[src/rtl/axi_pkg.sv]
// Shared AXI4 encodings and the width-independent part of the AW payload
// for the write-channel master.
package axi_pkg;

    localparam logic [1:0] FIXED      = 2'b00;
    localparam logic [1:0] INCR       = 2'b01;
    localparam logic [1:0] WRAP       = 2'b10;
    localparam logic [1:0] BURST_RSVD = 2'b11;

    localparam logic [1:0] OKAY   = 2'b00;
    localparam logic [1:0] EXOKAY = 2'b01;
    localparam logic [1:0] SLVERR = 2'b10;
    localparam logic [1:0] DECERR = 2'b11;

    typedef struct packed {
        logic [7:0] len;
        logic [2:0] size;
        logic [1:0] burst;
    } aw_payload_t;

    typedef enum logic {
        AW_IDLE,
        AW_PEND
    } aw_state_e;

    // SLVERR and DECERR are exactly the responses with bit 1 set.
    function automatic logic is_err_resp(input logic [1:0] resp);
        return resp[1];
    endfunction

endpackage

[src/rtl/axi_wr_channel_fsm_if.sv]
// AXI4 write-path channels (AW, W, B) between the write master and the
// interconnect port.
interface axi_wr_channel_fsm_if #(
    parameter int AW  = 32,
    parameter int DW  = 64,
    parameter int IDW = 4
);

    logic [AW-1:0]   axi_awaddr;
    logic [IDW-1:0]  axi_awid;
    logic [7:0]      axi_awlen;
    logic [2:0]      axi_awsize;
    logic [1:0]      axi_awburst;
    logic            axi_awvalid;
    logic            axi_awready;

    logic [DW-1:0]   axi_wdata;
    logic [DW/8-1:0] axi_wstrb;
    logic            axi_wlast;
    logic            axi_wvalid;
    logic            axi_wready;

    logic [IDW-1:0]  axi_bid;
    logic [1:0]      axi_bresp;
    logic            axi_bvalid;
    logic            axi_bready;

    modport master (
        output axi_awaddr, axi_awid, axi_awlen, axi_awsize, axi_awburst, axi_awvalid,
        input  axi_awready,
        output axi_wdata, axi_wstrb, axi_wlast, axi_wvalid,
        input  axi_wready,
        input  axi_bid, axi_bresp, axi_bvalid,
        output axi_bready
    );

    modport slave (
        input  axi_awaddr, axi_awid, axi_awlen, axi_awsize, axi_awburst, axi_awvalid,
        output axi_awready,
        input  axi_wdata, axi_wstrb, axi_wlast, axi_wvalid,
        output axi_wready,
        output axi_bid, axi_bresp, axi_bvalid,
        input  axi_bready
    );

endinterface

[src/rtl/axi_len_fifo.sv]
// Burst-length FIFO: one entry per accepted burst whose data is still owed.
// Push while full is accepted only together with a pop.
module axi_len_fifo #(
    parameter int DEPTH = 4,
    parameter int W     = 8
) (
    input  logic         axi_aclk,
    input  logic         axi_areset,
    input  logic         push,
    input  logic [W-1:0] push_data,
    input  logic         pop,
    output logic [W-1:0] head,
    output logic         full,
    output logic         empty
);

    localparam int PW = $clog2(DEPTH);

    logic [W-1:0]  mem [DEPTH];
    logic [PW-1:0] wr_ptr;
    logic [PW-1:0] rd_ptr;
    logic [PW:0]   count;
    logic          push_ok;
    logic          pop_ok;

    assign full    = (count == (PW+1)'(DEPTH));
    assign empty   = (count == '0);
    assign push_ok = push && (!full || pop);
    assign pop_ok  = pop && !empty;
    assign head    = mem[rd_ptr];

    always_ff @(posedge axi_aclk) begin
        if (axi_areset) begin
            wr_ptr <= '0;
            rd_ptr <= '0;
            count  <= '0;
        end else begin
            if (push_ok) wr_ptr <= wr_ptr + PW'(1);
            if (pop_ok)  rd_ptr <= rd_ptr + PW'(1);
            count <= count + (PW+1)'(push_ok) - (PW+1)'(pop_ok);
        end
    end

    // NOTE: storage is deliberately not reset; the pointers alone define which entries are valid.
    always_ff @(posedge axi_aclk) begin
        if (push_ok) mem[wr_ptr] <= push_data;
    end

endmodule

[src/rtl/axi_wr_channel_fsm.sv]
// AXI4 write-path master: registered AW/W stages, up to DEPTH outstanding
// bursts, WLAST from a per-burst beat counter, B responses tracked by ID.
module axi_wr_channel_fsm
    import axi_pkg::*;
#(
    parameter int AW    = 32,
    parameter int DW    = 64,
    parameter int IDW   = 4,
    parameter int DEPTH = 4
) (
    input  logic                   axi_aclk,
    input  logic                   axi_areset,
    input  logic [AW-1:0]          cmd_addr,
    input  logic [IDW-1:0]         cmd_id,
    input  logic [7:0]             cmd_len,
    input  logic [2:0]             cmd_size,
    input  logic [1:0]             cmd_burst,
    input  logic                   cmd_valid,
    output logic                   cmd_ready,
    input  logic [DW-1:0]          wdata_in,
    input  logic [DW/8-1:0]        wstrb_in,
    input  logic                   wvalid_in,
    output logic                   wready_out,
    axi_wr_channel_fsm_if.master   axi,
    output logic                   done_valid,
    output logic [IDW-1:0]         done_id,
    output logic [1:0]             done_resp,
    output logic [$clog2(DEPTH):0] inflight,
    output logic                   err_resp,
    output logic                   err_proto
);

    localparam int CW = $clog2(DEPTH) + 1;
    localparam logic [CW-1:0] DEPTH_C = CW'(DEPTH);

    aw_state_e       aw_state;
    aw_state_e       aw_state_nxt;
    logic [AW-1:0]   awaddr_q;
    logic [IDW-1:0]  awid_q;
    aw_payload_t     aw_q;

    logic            cmd_fire;
    logic            cmd_rsvd;
    logic            cmd_push;

    logic            wvalid_q;
    logic            wlast_q;
    logic [DW-1:0]   wdata_q;
    logic [DW/8-1:0] wstrb_q;
    logic [7:0]      beat_cnt;
    logic [7:0]      head_len;
    logic            beat_last;
    logic            w_accept;
    logic            fifo_pop;
    logic            fifo_full;
    logic            fifo_empty;
    logic            b_fire;

    // ---------------- command / AW channel ----------------
    assign cmd_ready = (!axi.axi_awvalid || axi.axi_awready) && (inflight < DEPTH_C);
    assign cmd_fire  = cmd_valid && cmd_ready;
    assign cmd_rsvd  = (cmd_burst == BURST_RSVD);
    assign cmd_push  = cmd_fire && !cmd_rsvd;

    always_ff @(posedge axi_aclk) begin
        // NOTE: all registered state uses non-blocking assignments so every flop samples pre-edge values.
        if (axi_areset) aw_state <= AW_IDLE;
        else            aw_state <= aw_state_nxt;
    end

    always_comb begin
        // NOTE: next-state gets a default first, so no path through the block can infer a latch.
        aw_state_nxt = aw_state;
        case (aw_state)
            AW_IDLE: if (cmd_push) aw_state_nxt = AW_PEND;
            AW_PEND: if (!cmd_push && axi.axi_awready) aw_state_nxt = AW_IDLE;
            default: aw_state_nxt = AW_IDLE;
        endcase
    end

    // A new command can only load while AW is idle or handshaking this cycle,
    // so the presented payload never changes under a stalled awvalid.
    always_ff @(posedge axi_aclk) begin
        if (cmd_push) begin
            awaddr_q <= cmd_addr;
            awid_q   <= cmd_id;
            aw_q     <= '{len: cmd_len, size: cmd_size, burst: cmd_burst};
        end
    end

    assign axi.axi_awvalid = (aw_state == AW_PEND);
    assign axi.axi_awaddr  = awaddr_q;
    assign axi.axi_awid    = awid_q;
    assign axi.axi_awlen   = aw_q.len;
    assign axi.axi_awsize  = aw_q.size;
    assign axi.axi_awburst = aw_q.burst;

    // ---------------- W channel ----------------
    axi_len_fifo #(.DEPTH(DEPTH), .W(8)) u_len_fifo (
        .axi_aclk   (axi_aclk),
        .axi_areset (axi_areset),
        .push       (cmd_push),
        .push_data  (cmd_len),
        .pop        (fifo_pop),
        .head       (head_len),
        .full       (fifo_full),
        .empty      (fifo_empty)
    );

    // Data is gated on a queued length, so it may run ahead of AW but never
    // ahead of command acceptance.
    assign wready_out = (!wvalid_q || axi.axi_wready) && !fifo_empty;
    assign w_accept   = wvalid_in && wready_out;
    assign beat_last  = (beat_cnt == head_len);
    assign fifo_pop   = w_accept && beat_last;

    always_ff @(posedge axi_aclk) begin
        if (axi_areset) begin
            wvalid_q <= 1'b0;
            wlast_q  <= 1'b0;
            beat_cnt <= '0;
        end else if (w_accept) begin
            wvalid_q <= 1'b1;
            wlast_q  <= beat_last;
            beat_cnt <= beat_last ? 8'd0 : beat_cnt + 8'd1;
        end else if (axi.axi_wready) begin
            wvalid_q <= 1'b0;
            wlast_q  <= 1'b0;
        end
    end

    always_ff @(posedge axi_aclk) begin
        if (w_accept) begin
            wdata_q <= wdata_in;
            wstrb_q <= wstrb_in;
        end
    end

    assign axi.axi_wvalid = wvalid_q;
    assign axi.axi_wlast  = wlast_q;
    assign axi.axi_wdata  = wdata_q;
    assign axi.axi_wstrb  = wstrb_q;

    // ---------------- B channel / bookkeeping ----------------
    assign axi.axi_bready = (inflight != '0);
    assign b_fire         = axi.axi_bvalid && axi.axi_bready;

    always_ff @(posedge axi_aclk) begin
        if (axi_areset) begin
            inflight   <= '0;
            done_valid <= 1'b0;
            done_id    <= '0;
            done_resp  <= OKAY;
            err_resp   <= 1'b0;
            err_proto  <= 1'b0;
        end else begin
            inflight   <= inflight + CW'(cmd_push) - CW'(b_fire);
            done_valid <= b_fire;
            if (b_fire) begin
                done_id   <= axi.axi_bid;
                done_resp <= axi.axi_bresp;
            end
            err_resp <= err_resp || (b_fire && is_err_resp(axi.axi_bresp));
            // A length push into a full FIFO means B came back before its data drained.
            err_proto <= err_proto
                      || (cmd_fire && cmd_rsvd)
                      || (axi.axi_bvalid && inflight == '0)
                      || (cmd_push && fifo_full && !fifo_pop);
        end
    end

endmodule
[src/flat_wrapper.sv]
// flat-port wrapper written by rule: the top's interface ports become plain ports
module axi_wr_channel_fsm_flat import axi_pkg::*;
#(
    parameter int AW    = 32,
    parameter int DW    = 64,
    parameter int IDW   = 4,
    parameter int DEPTH = 4
)
  (axi_aclk, axi_areset, cmd_addr, cmd_id, cmd_len, cmd_size, cmd_burst, cmd_valid, cmd_ready, wdata_in, wstrb_in, wvalid_in, wready_out, done_valid, done_id, done_resp, inflight, err_resp, err_proto, axi_axi_awaddr, axi_axi_awid, axi_axi_awlen, axi_axi_awsize, axi_axi_awburst, axi_axi_awvalid, axi_axi_awready, axi_axi_wdata, axi_axi_wstrb, axi_axi_wlast, axi_axi_wvalid, axi_axi_wready, axi_axi_bid, axi_axi_bresp, axi_axi_bvalid, axi_axi_bready);
  axi_wr_channel_fsm_if #(.AW(AW), .DW(DW), .IDW(IDW)) axi_i ();
  input  logic axi_aclk;
  input  logic axi_areset;
  input  logic [AW-1:0] cmd_addr;
  input  logic [IDW-1:0] cmd_id;
  input  logic [7:0] cmd_len;
  input  logic [2:0] cmd_size;
  input  logic [1:0] cmd_burst;
  input  logic cmd_valid;
  output logic cmd_ready;
  input  logic [DW-1:0] wdata_in;
  input  logic [DW/8-1:0] wstrb_in;
  input  logic wvalid_in;
  output logic wready_out;
  output logic done_valid;
  output logic [IDW-1:0] done_id;
  output logic [1:0] done_resp;
  output logic [$clog2(DEPTH):0] inflight;
  output logic err_resp;
  output logic err_proto;
  output wire logic [$bits(axi_i.axi_awaddr)-1:0] axi_axi_awaddr;
  output wire logic [$bits(axi_i.axi_awid)-1:0] axi_axi_awid;
  output wire logic [$bits(axi_i.axi_awlen)-1:0] axi_axi_awlen;
  output wire logic [$bits(axi_i.axi_awsize)-1:0] axi_axi_awsize;
  output wire logic [$bits(axi_i.axi_awburst)-1:0] axi_axi_awburst;
  output wire logic [$bits(axi_i.axi_awvalid)-1:0] axi_axi_awvalid;
  input wire logic [$bits(axi_i.axi_awready)-1:0] axi_axi_awready;
  output wire logic [$bits(axi_i.axi_wdata)-1:0] axi_axi_wdata;
  output wire logic [$bits(axi_i.axi_wstrb)-1:0] axi_axi_wstrb;
  output wire logic [$bits(axi_i.axi_wlast)-1:0] axi_axi_wlast;
  output wire logic [$bits(axi_i.axi_wvalid)-1:0] axi_axi_wvalid;
  input wire logic [$bits(axi_i.axi_wready)-1:0] axi_axi_wready;
  input wire logic [$bits(axi_i.axi_bid)-1:0] axi_axi_bid;
  input wire logic [$bits(axi_i.axi_bresp)-1:0] axi_axi_bresp;
  input wire logic [$bits(axi_i.axi_bvalid)-1:0] axi_axi_bvalid;
  output wire logic [$bits(axi_i.axi_bready)-1:0] axi_axi_bready;
  assign axi_axi_awaddr = axi_i.axi_awaddr;
  assign axi_axi_awid = axi_i.axi_awid;
  assign axi_axi_awlen = axi_i.axi_awlen;
  assign axi_axi_awsize = axi_i.axi_awsize;
  assign axi_axi_awburst = axi_i.axi_awburst;
  assign axi_axi_awvalid = axi_i.axi_awvalid;
  assign axi_i.axi_awready = axi_axi_awready;
  assign axi_axi_wdata = axi_i.axi_wdata;
  assign axi_axi_wstrb = axi_i.axi_wstrb;
  assign axi_axi_wlast = axi_i.axi_wlast;
  assign axi_axi_wvalid = axi_i.axi_wvalid;
  assign axi_i.axi_wready = axi_axi_wready;
  assign axi_i.axi_bid = axi_axi_bid;
  assign axi_i.axi_bresp = axi_axi_bresp;
  assign axi_i.axi_bvalid = axi_axi_bvalid;
  assign axi_axi_bready = axi_i.axi_bready;
  axi_wr_channel_fsm #(.AW(AW), .DW(DW), .IDW(IDW), .DEPTH(DEPTH)) u_core (.axi_aclk(axi_aclk), .axi_areset(axi_areset), .cmd_addr(cmd_addr), .cmd_id(cmd_id), .cmd_len(cmd_len), .cmd_size(cmd_size), .cmd_burst(cmd_burst), .cmd_valid(cmd_valid), .cmd_ready(cmd_ready), .wdata_in(wdata_in), .wstrb_in(wstrb_in), .wvalid_in(wvalid_in), .wready_out(wready_out), .axi(axi_i), .done_valid(done_valid), .done_id(done_id), .done_resp(done_resp), .inflight(inflight), .err_resp(err_resp), .err_proto(err_proto));
endmodule
[config.mk]
export PLATFORM = sky130hd
export DESIGN_NAME = axi_wr_channel_fsm_flat
export DESIGN_NICKNAME = d
export VERILOG_FILES = /design/src/rtl/axi_pkg.sv /design/src/rtl/axi_wr_channel_fsm_if.sv /design/src/rtl/axi_len_fifo.sv /design/src/rtl/axi_wr_channel_fsm.sv /design/src/flat_wrapper.sv
export SDC_FILE = /design/constraint.sdc
export NUM_CORES = 1
export LEC_CHECK = 0
export CAP_MARGIN = 20
export CORE_MARGIN = 2
export CORE_UTILIZATION = 42
export DETAILED_ROUTE_END_ITERATION = 10
export GPL_TIMING_DRIVEN = 1
export PLACE_DENSITY = 0.88
export SKIP_LAST_GASP = 1
export SLEW_MARGIN = 0
export SYNTH_ARGS = -nofsm -noshare
export SYNTH_HDL_FRONTEND = slang
export SYNTH_HIERARCHICAL = 1
export SYNTH_SLANG_ARGS = --single-unit
[constraint.sdc]
create_clock -name axi_aclk -period 5.9 [get_ports axi_aclk]
set_clock_uncertainty 0.1 [all_clocks]
set_input_delay 1.77 -clock axi_aclk [delete_from_list [all_inputs] [get_ports axi_aclk]]
set_output_delay 1.77 -clock axi_aclk [all_outputs]
set_load 0.05 [all_outputs]
; ---- Word level (Yosys, flattened, before mapping)
; Memories as Yosys holds them, arrays and structs flattened. A register that Yosys moved wholly into a read port is not among the register bits.
; Cells that the tools add are included.
[word_totals]
input_bits = 134
output_inout_bits = 139
mem_bits_rw = 32
mem_count = 1
elab_cells = 77
ff_bits = 151
[op_classes]
muxes = 11
n_bitwise = 1
addsub = 7
n_lt_le_gt_ge = 1
n_reduce_logical = 33
n_eq_ne = 3
[mem_list]
columns = memory, words, width, read_ports, rd_clocked_by_memory_dff, wr, line_no
row1 = u_core.u_len_fifo.mem, 4, 8, 1, 1, 1, axi_len_fifo.sv:19  ; logic [W-1:0] mem [DEPTH];
[ops]
columns = op, count
row1 = 1-bit logical AND, 15
row2 = 8-bit by 1-bit adder with 8-bit output (second input constant), 1
row3 = 8-bit equality test, 1
row4 = 8-bit two-way mux, 1
row5 = 1-bit zero test, 7
row6 = 1-bit logical OR, 7
row7 = 1-bit two-way mux, 7
row8 = 3-bit by 1-bit adder with 3-bit output, 2
row9 = 3-bit zero test, 2
row10 = 3-bit by 1-bit subtractor with 3-bit output, 2
row11 = 2-bit by 1-bit adder with 2-bit output (second input constant), 2
row12 = 2-bit two-way mux, 2
row13 = 3-bit equality test (second input constant), 1
row14 = 3-bit < comparator (second input constant), 1
row15 = 3-bit nonzero test, 1
row16 = 2-bit equality test (second input constant), 1
row17 = 1-bit case mux with 2 select lines, 1
row18 = 2-bit nonzero test, 1
row19 = 1-bit inverter, 1

; ---- Logic depth before layout (Yosys ltp)
; Gate-level depths: netlist of the first run.
[logic_depth]
depth_word = 9
mapped_depth = 15
depth_no_buf = 14

; ---- Modules after synthesis
; Netlist of the first run, hierarchy kept.
[modules_own_cells]
columns = module, seq_area_each_um2, instances, cells_per_inst, area_each_um2
row1 = axi_wr_channel_fsm, 4093.9, 1, 245, 4763.3
row2 = axi_len_fifo, 1141.1, 1, 93, 1640.3

; ---- Worst setup path after synthesis of the first run
; Ideal clock, no wire load.
[synth_timing]
kind = input to register
start = in cmd_valid
end = reg u_core.u_len_fifo.count[2]
path_slack_ns = 0.936
arrival_time_ns = 4.737
path_stages = 12
setup_ns = 0.126
path_buffers = 0
cell_sequence = nor2b_1 > nand3_1 > inv_1 > a21boi_2 > inv_1 > ha_1 > inv_1 > ha_1 > fa_1 > xnor2_1 > xnor2_1 > nor2_1
[synth_between]
elab_chain_len = 5
[synth_rtl]
columns = item, line_no
row1 = from (decl), flat_wrapper.sv:18  ; input logic cmd_valid;
row2 = 1-bit logical AND, axi_wr_channel_fsm.sv:61  ; assign cmd_fire = cmd_valid && cmd_ready;
row3 = 1-bit logical AND, axi_wr_channel_fsm.sv:63  ; assign cmd_push = cmd_fire && !cmd_rsvd;
row4 = net u_core.cmd_push, axi_wr_channel_fsm.sv:44  ; logic cmd_push;
row5 = 1-bit logical AND, axi_len_fifo.sv:28  ; assign push_ok = push && (!full || pop);
row6 = 3-bit by 1-bit adder with 3-bit output, axi_len_fifo.sv:40  ; count <= count + (PW+1)'(push_ok) - (PW+1)'(pop_ok);
row7 = 3-bit by 1-bit subtractor with 3-bit output, axi_len_fifo.sv:40
row8 = to (signal assigned), axi_len_fifo.sv:40
row9 = to (decl), axi_len_fifo.sv:22  ; logic [PW:0] count;
; The timed path passes the listed nets, and every way through them passes these cells.
; A chain may end at the register's enable or synchronous reset.

; ---- Worst setup path in the final report of the first run
[layout_timing]
start = in axi_axi_awready
end = out cmd_ready
[layout_between]
elab_chain_len = 2
[layout_rtl]
columns = item, line_no
row1 = from (decl), flat_wrapper.sv:36  ; input wire logic [$bits(axi_i.axi_awready)-1:0] axi_axi_awready;
row2 = 1-bit logical OR, axi_wr_channel_fsm.sv:60  ; assign cmd_ready = (!axi.axi_awvalid || axi.axi_awready) && (inflight < DEPTH_C);
row3 = 1-bit logical AND, axi_wr_channel_fsm.sv:60
row4 = to (decl), flat_wrapper.sv:19  ; output logic cmd_ready;
; Every way passes these cells.

==> results of run 1 <==
state kept, by name, summed over array words and instances (netlist names), 2 cells and up, named ones only:
signal,cells
u_core/axi.axi_awaddr,32
u_core/done_resp,2
u_core/axi.axi_wdata,64
u_core/axi.axi_awlen,8
u_core/axi.axi_awid,4
u_core/u_len_fifo/rd_ptr,2
u_core/axi.axi_awburst,2
u_core/axi.axi_wstrb,8
u_core/inflight,3
u_core/u_len_fifo/mem,32
u_core/u_len_fifo/count,3
u_core/done_id,4
u_core/u_len_fifo/wr_ptr,2
u_core/beat_cnt,8
u_core/axi.axi_awsize,3
worst min path at each step:
stage | start | end | cells after the start
global route | u_core/done_resp[1]$_SDFFE_PP0P_ | u_core/done_resp[1]$_SDFFE_PP0P_ | 2
CTS | u_core/done_resp[1]$_SDFFE_PP0P_ | u_core/done_resp[1]$_SDFFE_PP0P_ | 2
finish | u_core/done_resp[1]$_SDFFE_PP0P_ | u_core/done_resp[1]$_SDFFE_PP0P_ | 2
detailed placement | u_core/done_resp[1]$_SDFFE_PP0P_ | u_core/done_resp[1]$_SDFFE_PP0P_ | 2
global placement | u_core/done_resp[0]$_SDFFE_PP0P_ | u_core/done_resp[0]$_SDFFE_PP0P_ | 2
floorplan | u_core/u_len_fifo/rd_ptr[1]$_SDFFE_PP0P_ | flop | 2
area by class of cell:
class,instances,area [um^2]
Antenna cell,2,5.00
Clock buffer,23,504
Clock inverter,9,61.3
Fill cell,1034,5080
Inverter,11,41.3
Multi-Input combinational cell,136,1110
Sequential cell,185,5240
Tap cell,188,235
Timing Repair Buffer,275,2770
cells by family after synthesis:
kind of cell    count (synthesis)  synth area share [%]
flops                         185                  81.8
compound gates                 18                  1.72
buf+inv                        17                  1.02
mux                            12                  3.52
simple gates                   76                  7.07
fa+ha+maj                      10                  2.19
xor+xnor                       20                  2.74
per-layer routing:
| layer | global-route usage [%] | routed length, um | part of all wire, % | up-vias |
|---|---|---|---|---|
| met5 | 0 | 0 | 0 | - |
| met4 | 6.79 | 226 | 1.4 | 0 |
| met3 | 6.32 | 1120 | 7.0 | 17 |
| met2 | 36.6 | 8880 | 55 | 164 |
| met1 | 20.8 | 5800 | 36 | 2004 |
| li1 | - | - | - | 1854 |
power by group through the flow:
stage | clock network (mW) | registers (mW) | logic, mW
global placement | 0 | 1.70 | 1.13
CTS | 1.09 | 1.69 | 1.17
floorplan | 0 | 2.17 | 0.260
global route | 1.14 | 1.70 | 1.21
detailed placement | 0 | 1.72 | 1.16
finish | 1.07 | 1.69 | 1.16
through the flow:
step,hold WS [ps],worst slack [ps],total power [mW]
after floorplan,359,936,2.43
after global placement,344,682,2.84
after detailed placement,349,649,2.88
after CTS,357,648,3.95
after global routing,386,602,4.06
final,370,657,3.92
cells in the final DEF (no fill, tap or decap), types with 9 or more instances in the layout:
cell             synthesis  routed
nor2_1                  11      11
dfxtp_1                 32      32
clkdlybuf4s50_1          0     272
nand3_1                 11      11
nor3_1                   9       9
edfxtp_1               153     153
xnor2_1                 15      15
inv_1                   10       9
clkbuf_16                0      18
nand2_1                 13      13
a21oi_1                 11      11
worst reg2reg max path, stage by stage (launching register included):
cell and delay [ps]:
dfxtp_1 660, mux4_2 610, xnor2_1 190, nand4_2 190, nor3_2 390, inv_1 120
a21boi_2 330, inv_1 90, ha_1 280, inv_1 40, ha_1 200, fa_1 380
xnor2_1 210, xnor2_1 150, nor2_1 50
==> run summary, run 1 <==
Status -> complete, no violations
Initial antenna violation count -> 2
Largest net degree at the start of global routing -> 56
Most frequent CP cell -> clkdlybuf4s50_1
Vias in the first global route -> 4,226
Pwr/cell area -> 393 nW/um^2
Drt first pass iters -> 5
Yosys top cell area share -> 71.7%
Fin crit share -> 88.9%
Final Hold Viols -> 0
Gr usage total -> 19.6%
Total grt overflow -> 0
Cell-internal power -> 2.61 mW
Post-Synthesis Cells -> 338
Fmax -> 191 MHz
Root Buffer -> clkbuf_16
Flop pwr share -> 43.1%
Crit path buffers/inverters -> 2
Crit path time final -> 5240 ps
CP max FO -> 4
Syn Area/Cell -> 18.9 um^2
CTS tree -> built
Max-Cap Viols -> 0
Logic pwr share -> 29.7%
Synth area leaders -> edfxtp_1, dfxtp_1, mux4_2
Placed cell area -> 9360 um^2
# setup viols final -> 0
Max Slew Vio Count -> 0
Yosys warns -> 6
DIE HEIGHT -> 127 um
Std-Cell Rows -> 45
Register bit total from synthesis -> 185
DRC viols -> 0
Critical path's slowest cell -> clkdlybuf4s50_1
Worst Hold Class -> flop to flop
Routed WL -> 16,000 um
Share of cells above drive strength 1 -> 9.70%
Clk sinks -> 185
Placed insts -> 794
Final net count -> 770
DR vias/cell -> 4.87
Total CTS buffers -> 17
Area leader, netlist -> edfxtp_1
Critical Path Start Type -> input pin
Clock Path Buffers -> 2
Crit path DAT -> 3370 ps
Non-Filler Instances -> 829
EDFF count, synth -> 153
Switching Share -> 33.3%
Post-synthesis sequential area ratio -> 81.8%
Htree depth -> 4
Slowest Stage Delay on Critical Path -> 820 ps
Post-synth top cells -> edfxtp_1, dfxtp_1, xnor2_1
Hold buffers post-CTS -> 0
Initial Util -> 42.6%
Design area -> 9960 um^2
Die Span X -> 127 um
Critical path data required time -> 4030 ps
Critical-path cell list -> clkdlybuf4s50_1 -> nand2b_1 -> nor2b_1 -> clkdlybuf4s50_1
RSZ-0062 raised after global routing -> false
Worst reg2reg path depth -> 14
Synth Cell Area -> 6400 um^2
R2r setup slk -> 1810 ps
First-pass GRT wire length -> 23,500 um
Worst skew pair latency -> 430 ps
Slew HR -> 53.5%
Switching Power -> 1.30 mW
Worst slew pin tran -> 697 ps
Initial DRC count -> 237
Detail Route Antenna Nets -> 0
Fraction of registers with async set or reset after synthesis -> 0%
Most numerous cell in the Yosys netlist -> edfxtp_1
Core Area -> 15,000 um^2
Cell count along the critical path -> 4
Static leakage -> 3.42 nW
Crit Reg-Reg Endpoint -> u_core/u_len_fifo/count[2]$_SDFF_PP0_
Critical path class -> input pin to output pin
Post-CTS Setup Inserts -> 0
CTS resizes -> 0
Die Area -> 16,200 um^2
Post-detailed-route wirelength per cell -> 19.3 um
Post-synthesis cell type count -> 44
GP Congestion -> 0.828
# IOs -> 273
Hpwl dp -> 11,900 um
Worst path top cell family by delay -> buffers and inverters
IO buf count -> 272
Ys flop type -> edfxtp_1
CP Launch Point -> axi_axi_awready
Critical Path End -> cmd_ready
Layout area overhead -> 55.5%
Syn nets -> 482
Fin Setup TNS -> 0 ps
VDD IR max -> 248 uV
Via count -> 4,039
Clock share of power -> 27.2%
Final Util -> 66.2%
Clock transition at path regs -> 60 ps
CP Capture Type -> output pin
(Power assumes the default switching activity.)
==> inputs of run 2 (changes only) <==
--- a/config.mk
+++ b/config.mk
@@ -7,10 +7,11 @@
 export LEC_CHECK = 0
 export CAP_MARGIN = 20
 export CORE_MARGIN = 2
-export CORE_UTILIZATION = 42
+export CORE_UTILIZATION = 44
+export CTS_BUF_LIST = sky130_fd_sc_hd__clkbuf_8
 export DETAILED_ROUTE_END_ITERATION = 10
 export GPL_TIMING_DRIVEN = 1
-export PLACE_DENSITY = 0.88
+export PLACE_DENSITY = 0.92
 export SKIP_LAST_GASP = 1
 export SLEW_MARGIN = 0
 export SYNTH_ARGS = -nofsm -noshare
==> run 2 against run 1 <==
Compared with the run above: critical endpoint unchanged; clock power decreased by 16%; final cell count decreased by 0.48%; largest cell class unchanged; register-to-register slack got worse by 30 ps; critical path depth stayed put; critical path type unchanged; combinational power about the same; clock-buffer cell count decreased by 3.
==> run summary, run 2 (synthesis results as in run 1) <==
Status -> complete, no violations
Design area -> 9800 um^2
Max-Cap Viols -> 0
Power, Total -> 3.75 mW
Max Slew Vio Count -> 0
Fin Setup TNS -> 0 ps
Fin crit share -> 89.0%
Htree depth -> 4
Final Util -> 68.2%
Root Buffer -> clkbuf_8
Crit path time final -> 5250 ps
Detail Route Antenna Nets -> 0
Total grt overflow -> 0
DRC viols -> 0
Critical path class -> input pin to output pin
Initial Util -> 44.6%
DIE HEIGHT -> 125 um
Fmax -> 190 MHz
Most common library cell in the layout ignoring fill and taps -> clkdlybuf4s50_1
Slowest Stage Delay on Critical Path -> 810 ps
Crit path buffers/inverters -> 2
Hold buffers post-CTS -> 0
Vias in the first global route -> 4,177
Post-CTS Setup Inserts -> 0
Worst slew pin tran -> 955 ps
Most frequent CP cell -> clkdlybuf4s50_1
Critical-path cell list -> clkdlybuf4s50_1 -> nand2b_1 -> nor2b_1 -> clkdlybuf4s50_1
Initial antenna violation count -> 2
Gr usage total -> 21.4%
# IOs -> 273
Share of cells above drive strength 1 -> 9.70%
Post-detailed-route wirelength per cell -> 19.8 um
Worst Hold Class -> flop to flop
# setup viols final -> 0
Final Hold Viols -> 0
Initial DRC count -> 283
Largest net degree at the start of global routing -> 76
Slew HR -> 36.3%
Std-Cell Rows -> 44
CP max FO -> 4
Drt first pass iters -> 4
CTS tree -> built
Routed WL -> 16,300 um
Hpwl dp -> 12,300 um
Highest routing layer actually used -> met4
Pwr/cell area -> 383 nW/um^2
Die Span X -> 125 um
Hold_ws -> 370 ps
Clk sinks -> 185
Critical path data required time -> 4030 ps
Total CTS buffers -> 17
GP Congestion -> 0.872
Commonest cells after routing, fill and taps aside -> clkdlybuf4s50_1, edfxtp_1, dfxtp_1, clkbuf_8, xnor2_1
Critical path's slowest cell -> clkdlybuf4s50_1
RSZ-0062 raised after global routing -> false
CP Launch Point -> axi_axi_awready
Met3 wire len -> 978 um
Die Area -> 15,500 um^2
Filler Cells Inserted -> 960
Met2 WL -> 9050 um
Worst skew pair latency -> 450 ps
Max reg flops -> 64
Placed cell area -> 9360 um^2
IO buf count -> 272
VDD IR max -> 164 uV
Critical Path Start Type -> input pin
Via count -> 4,035
Clock transition at path regs -> 90 ps
DR vias/cell -> 4.89
HP Start -> u_core/done_resp[0]$_SDFFE_PP0P_
Clock Path Buffers -> 2
Core Area -> 14,400 um^2
Crit path DAT -> 3380 ps
CTS resizes -> 0
Worst path top cell family by delay -> buffers and inverters
Static leakage -> 3.34 nW
CP Capture Type -> output pin
Layout area overhead -> 53.1%
DRT met1 WL -> 5980 um
Final net count -> 770
First-pass GRT wire length -> 24,500 um
==> run 2: cell count changes in the layout (fill, tap and decap cells not counted), sizes merged <==
| cell | previous run | this run |
|---|---|---|
| bufinv | 0 | 3 |
| clkbuf | 23 | 20 |
| clkinv | 5 | 4 |
| clkinvlp | 1 | 2 |
==> run 2: routing by layer <==
metal / up-vias / global-route usage (%)
met1: 1995 / 23.9
met4: 0 / 7.67
met5: - / 0
met3: 26 / 6.23
met2: 171 / 38.9
li1: 1843 / -
==> run 2: through the flow <==
step	instances	setup WS (ps)
6_report	825	647
5_1_grt	825	543
4_1_cts	823	650
3_5_place_dp	791	641
3_3_place_gp	791	721
2_1_floorplan	338	936
==> run 2: power breakdown <==
part	internal [mW]	switching, mW
logic	0.388	0.775
registers	1.62	0.0691
clock network	0.458	0.442
total	2.46	1.29
==> run 2: final cells by class <==
| cell class | instances | area, um^2 | area share (%) |
|---|---|---|---|
| tap | 184 | 230 | 2.35 |
| multi-input combinational | 136 | 1110 | 11.3 |
| sequential | 185 | 5240 | 53.4 |
| timing repair buffer | 275 | 2750 | 28.0 |
| inverter | 11 | 41.3 | 0.421 |
| antenna | 2 | 5.00 | 0.0511 |
| clock inverter | 12 | 163 | 1.66 |
| clock buffer | 20 | 275 | 2.81 |
==> run 2: final timing paths <==
path | endpoint | slack [ps] | cells past startpoint
worst max-delay path | cmd_ready | 650 | 4
worst min-delay path | u_core/done_resp[0]$_SDFFE_PP0P_ | 370 | 2
worst max register to register | u_core/u_len_fifo/count[2]$_SDFF_PP0_ | 1780 | 14
worst min register to register | u_core/done_resp[0]$_SDFFE_PP0P_ | 370 | 2
==> run 2: worst min-delay path: stages, from the launching register on <==
cell and delay, ps:
dfxtp_1 320, nand2_1 50, a21oi_1 60
==> inputs of run 3 (changes only) <==
--- a/config.mk
+++ b/config.mk
@@ -11,7 +11,7 @@
 export CTS_BUF_LIST = sky130_fd_sc_hd__clkbuf_8
 export DETAILED_ROUTE_END_ITERATION = 10
 export GPL_TIMING_DRIVEN = 1
-export PLACE_DENSITY = 0.92
+export PLACE_DENSITY = 0.83
 export SKIP_LAST_GASP = 1
 export SLEW_MARGIN = 0
 export SYNTH_ARGS = -nofsm -noshare
==> run 3 against run 2 <==
Compared with the run above: combinational power about the same; sequential power about the same; critical path depth stayed put; non-clock buffer count stayed put; register-to-register slack better by 30 ps; core utilization is 0.47 points lower; hold slack worse by 9.3 ps; final area decreased by 0.69%; sequential share of layout area grew 0.37 points; highest routed layer unchanged.
==> run summary, run 3 (synthesis results as in run 1) <==
Total CTS buffers -> 17
CTS resizes -> 0
Clock share of power -> 21.2%
Clock Path Buffers -> 2
CP Capture Type -> output pin
Placed insts -> 791
DR vias/cell -> 4.95
Critical Path Start Type -> input pin
Critical path data required time -> 4030 ps
Critical Path End -> cmd_ready
Highest routing layer actually used -> met4
Die Area -> 15,500 um^2
Routed WL -> 16,300 um
Status -> complete, no violations
Share of cells above drive strength 1 -> 9.23%
Fmax -> 191 MHz
CP Launch Point -> axi_axi_awready
Seq. cell area -> 5240 um^2
Clk sinks -> 185
Layout area overhead -> 52.0%
Fin crit share -> 88.7%
Drt first pass iters -> 4
Crit path time final -> 5230 ps
# IOs -> 273
Largest net degree at the start of global routing -> 54
RSZ-0062 raised after global routing -> false
Footprint of the multi-input gates -> 1110 um^2
Initial DRC count -> 313
Crit Reg-Reg Endpoint -> u_core/u_len_fifo/count[2]$_SDFF_PP0_
Initial Util -> 44.6%
Post-CTS Setup Inserts -> 0
Total grt overflow -> 0
Initial antenna violation count -> 2
Met3 wire len -> 1040 um
CTS tree -> built
# setup viols final -> 0
Worst reg2reg path depth -> 14
Post-detailed-route wirelength per cell -> 19.8 um
Final net count -> 770
Die Span X -> 125 um
Htree depth -> 4
R2r setup slk -> 1810 ps
Worst skew pair latency -> 440 ps
Max-Cap Viols -> 0
Met2 WL -> 8590 um
Switching Power -> 1.27 mW
Final Hold Viols -> 0
Flop pwr share -> 46.5%
Critical path class -> input pin to output pin
Clock transition at path regs -> 90 ps
Static leakage -> 3.32 nW
Slew HR -> 50.6%
IO buf count -> 272
DRT met1 WL -> 6070 um
Fin Setup TNS -> 0 ps
Core Area -> 14,400 um^2
Crit path DAT -> 3360 ps
HP Start -> u_core/done_resp[1]$_SDFFE_PP0P_
Cell-internal power -> 2.35 mW
GP Congestion -> 0.865
Detail Route Antenna Nets -> 0
Switching Share -> 35.0%
Root Buffer -> clkbuf_8
DIE HEIGHT -> 125 um
Hold buffers post-CTS -> 0
Max Slew Vio Count -> 0
Logic pwr share -> 32.2%
Non-Filler Instances -> 825
Commonest cells after routing, fill and taps aside -> clkdlybuf4s50_1, edfxtp_1, dfxtp_1, clkbuf_8, xnor2_1
Gr usage total -> 20.9%
Via count -> 4,087
Pwr/cell area -> 371 nW/um^2
Max reg flops -> 64
Filler Cells Inserted -> 995
First-pass GRT wire length -> 24,100 um
Worst slew pin tran -> 739 ps
Std-Cell Rows -> 44
CP max FO -> 4
DRC viols -> 0
Most common library cell in the layout ignoring fill and taps -> clkdlybuf4s50_1
Vias in the first global route -> 4,195
Hpwl dp -> 12,300 um
Worst Hold Class -> flop to flop
VDD IR max -> 202 uV
-- run 3: worst min path at each step --
| stage | endpoint | slack (ps) | cells after the start |
|---|---|---|---|
| after global routing | u_core/done_id[3]$_SDFFE_PP0P_ | 380 | 2 |
| final | u_core/done_resp[1]$_SDFFE_PP0P_ | 360 | 2 |
| after CTS | u_core/done_id[2]$_SDFFE_PP0P_ | 360 | 2 |
| after floorplan | flop | 360 | 2 |
| after detailed placement | u_core/done_resp[1]$_SDFFE_PP0P_ | 350 | 2 |
| after global placement | u_core/done_resp[1]$_SDFFE_PP0P_ | 340 | 2 |
-- run 3: critical path: stages --
cell and delay (ps):
clkdlybuf4s50_1 450, nand2b_1 180, nor2b_1 150, clkdlybuf4s50_1 810
-- run 3: layer usage --
layer | track usage (%) | up-vias
li1 | - | 1845
met1 | 23.5 | 2003
met2 | 36.6 | 202
met3 | 5.76 | 37
met4 | 10.4 | 0
met5 | 0 | -
-- run 3: cell type report --
cell class | count | area share [%]
inverters | 11 | 0.424
well taps | 184 | 2.36
clock buffers | 18 | 2.54
multi-input cells | 136 | 11.4
clock inverters | 14 | 1.13
flip-flops and latches | 185 | 53.8
diodes | 2 | 0.0514
repair buffers | 275 | 28.3
-- run 3: metrics by stage --
stage | hold slack (ps) | setup WS, ps | area (um^2) | power [mW] | util [%]
CTS | 360 | 661 | 9730 | 3.65 | 67.7
global route | 381 | 600 | 9740 | 3.75 | 67.8
detailed placement | 351 | 663 | 9370 | 2.88 | 65.2
floorplan | 359 | 936 | 6400 | 2.43 | -
global placement | 344 | 721 | 9370 | 2.85 | 65.2
finish | 360 | 666 | 9740 | 3.61 | 67.8
-- run 3: power groups by stage --
stage	logic (mW)	registers (mW)	clock network, mW
floorplan	0.260	2.17	0
global placement	1.15	1.70	0
detailed placement	1.17	1.71	0
CTS	1.17	1.68	0.790
global route	1.22	1.70	0.835
finish	1.16	1.68	0.767
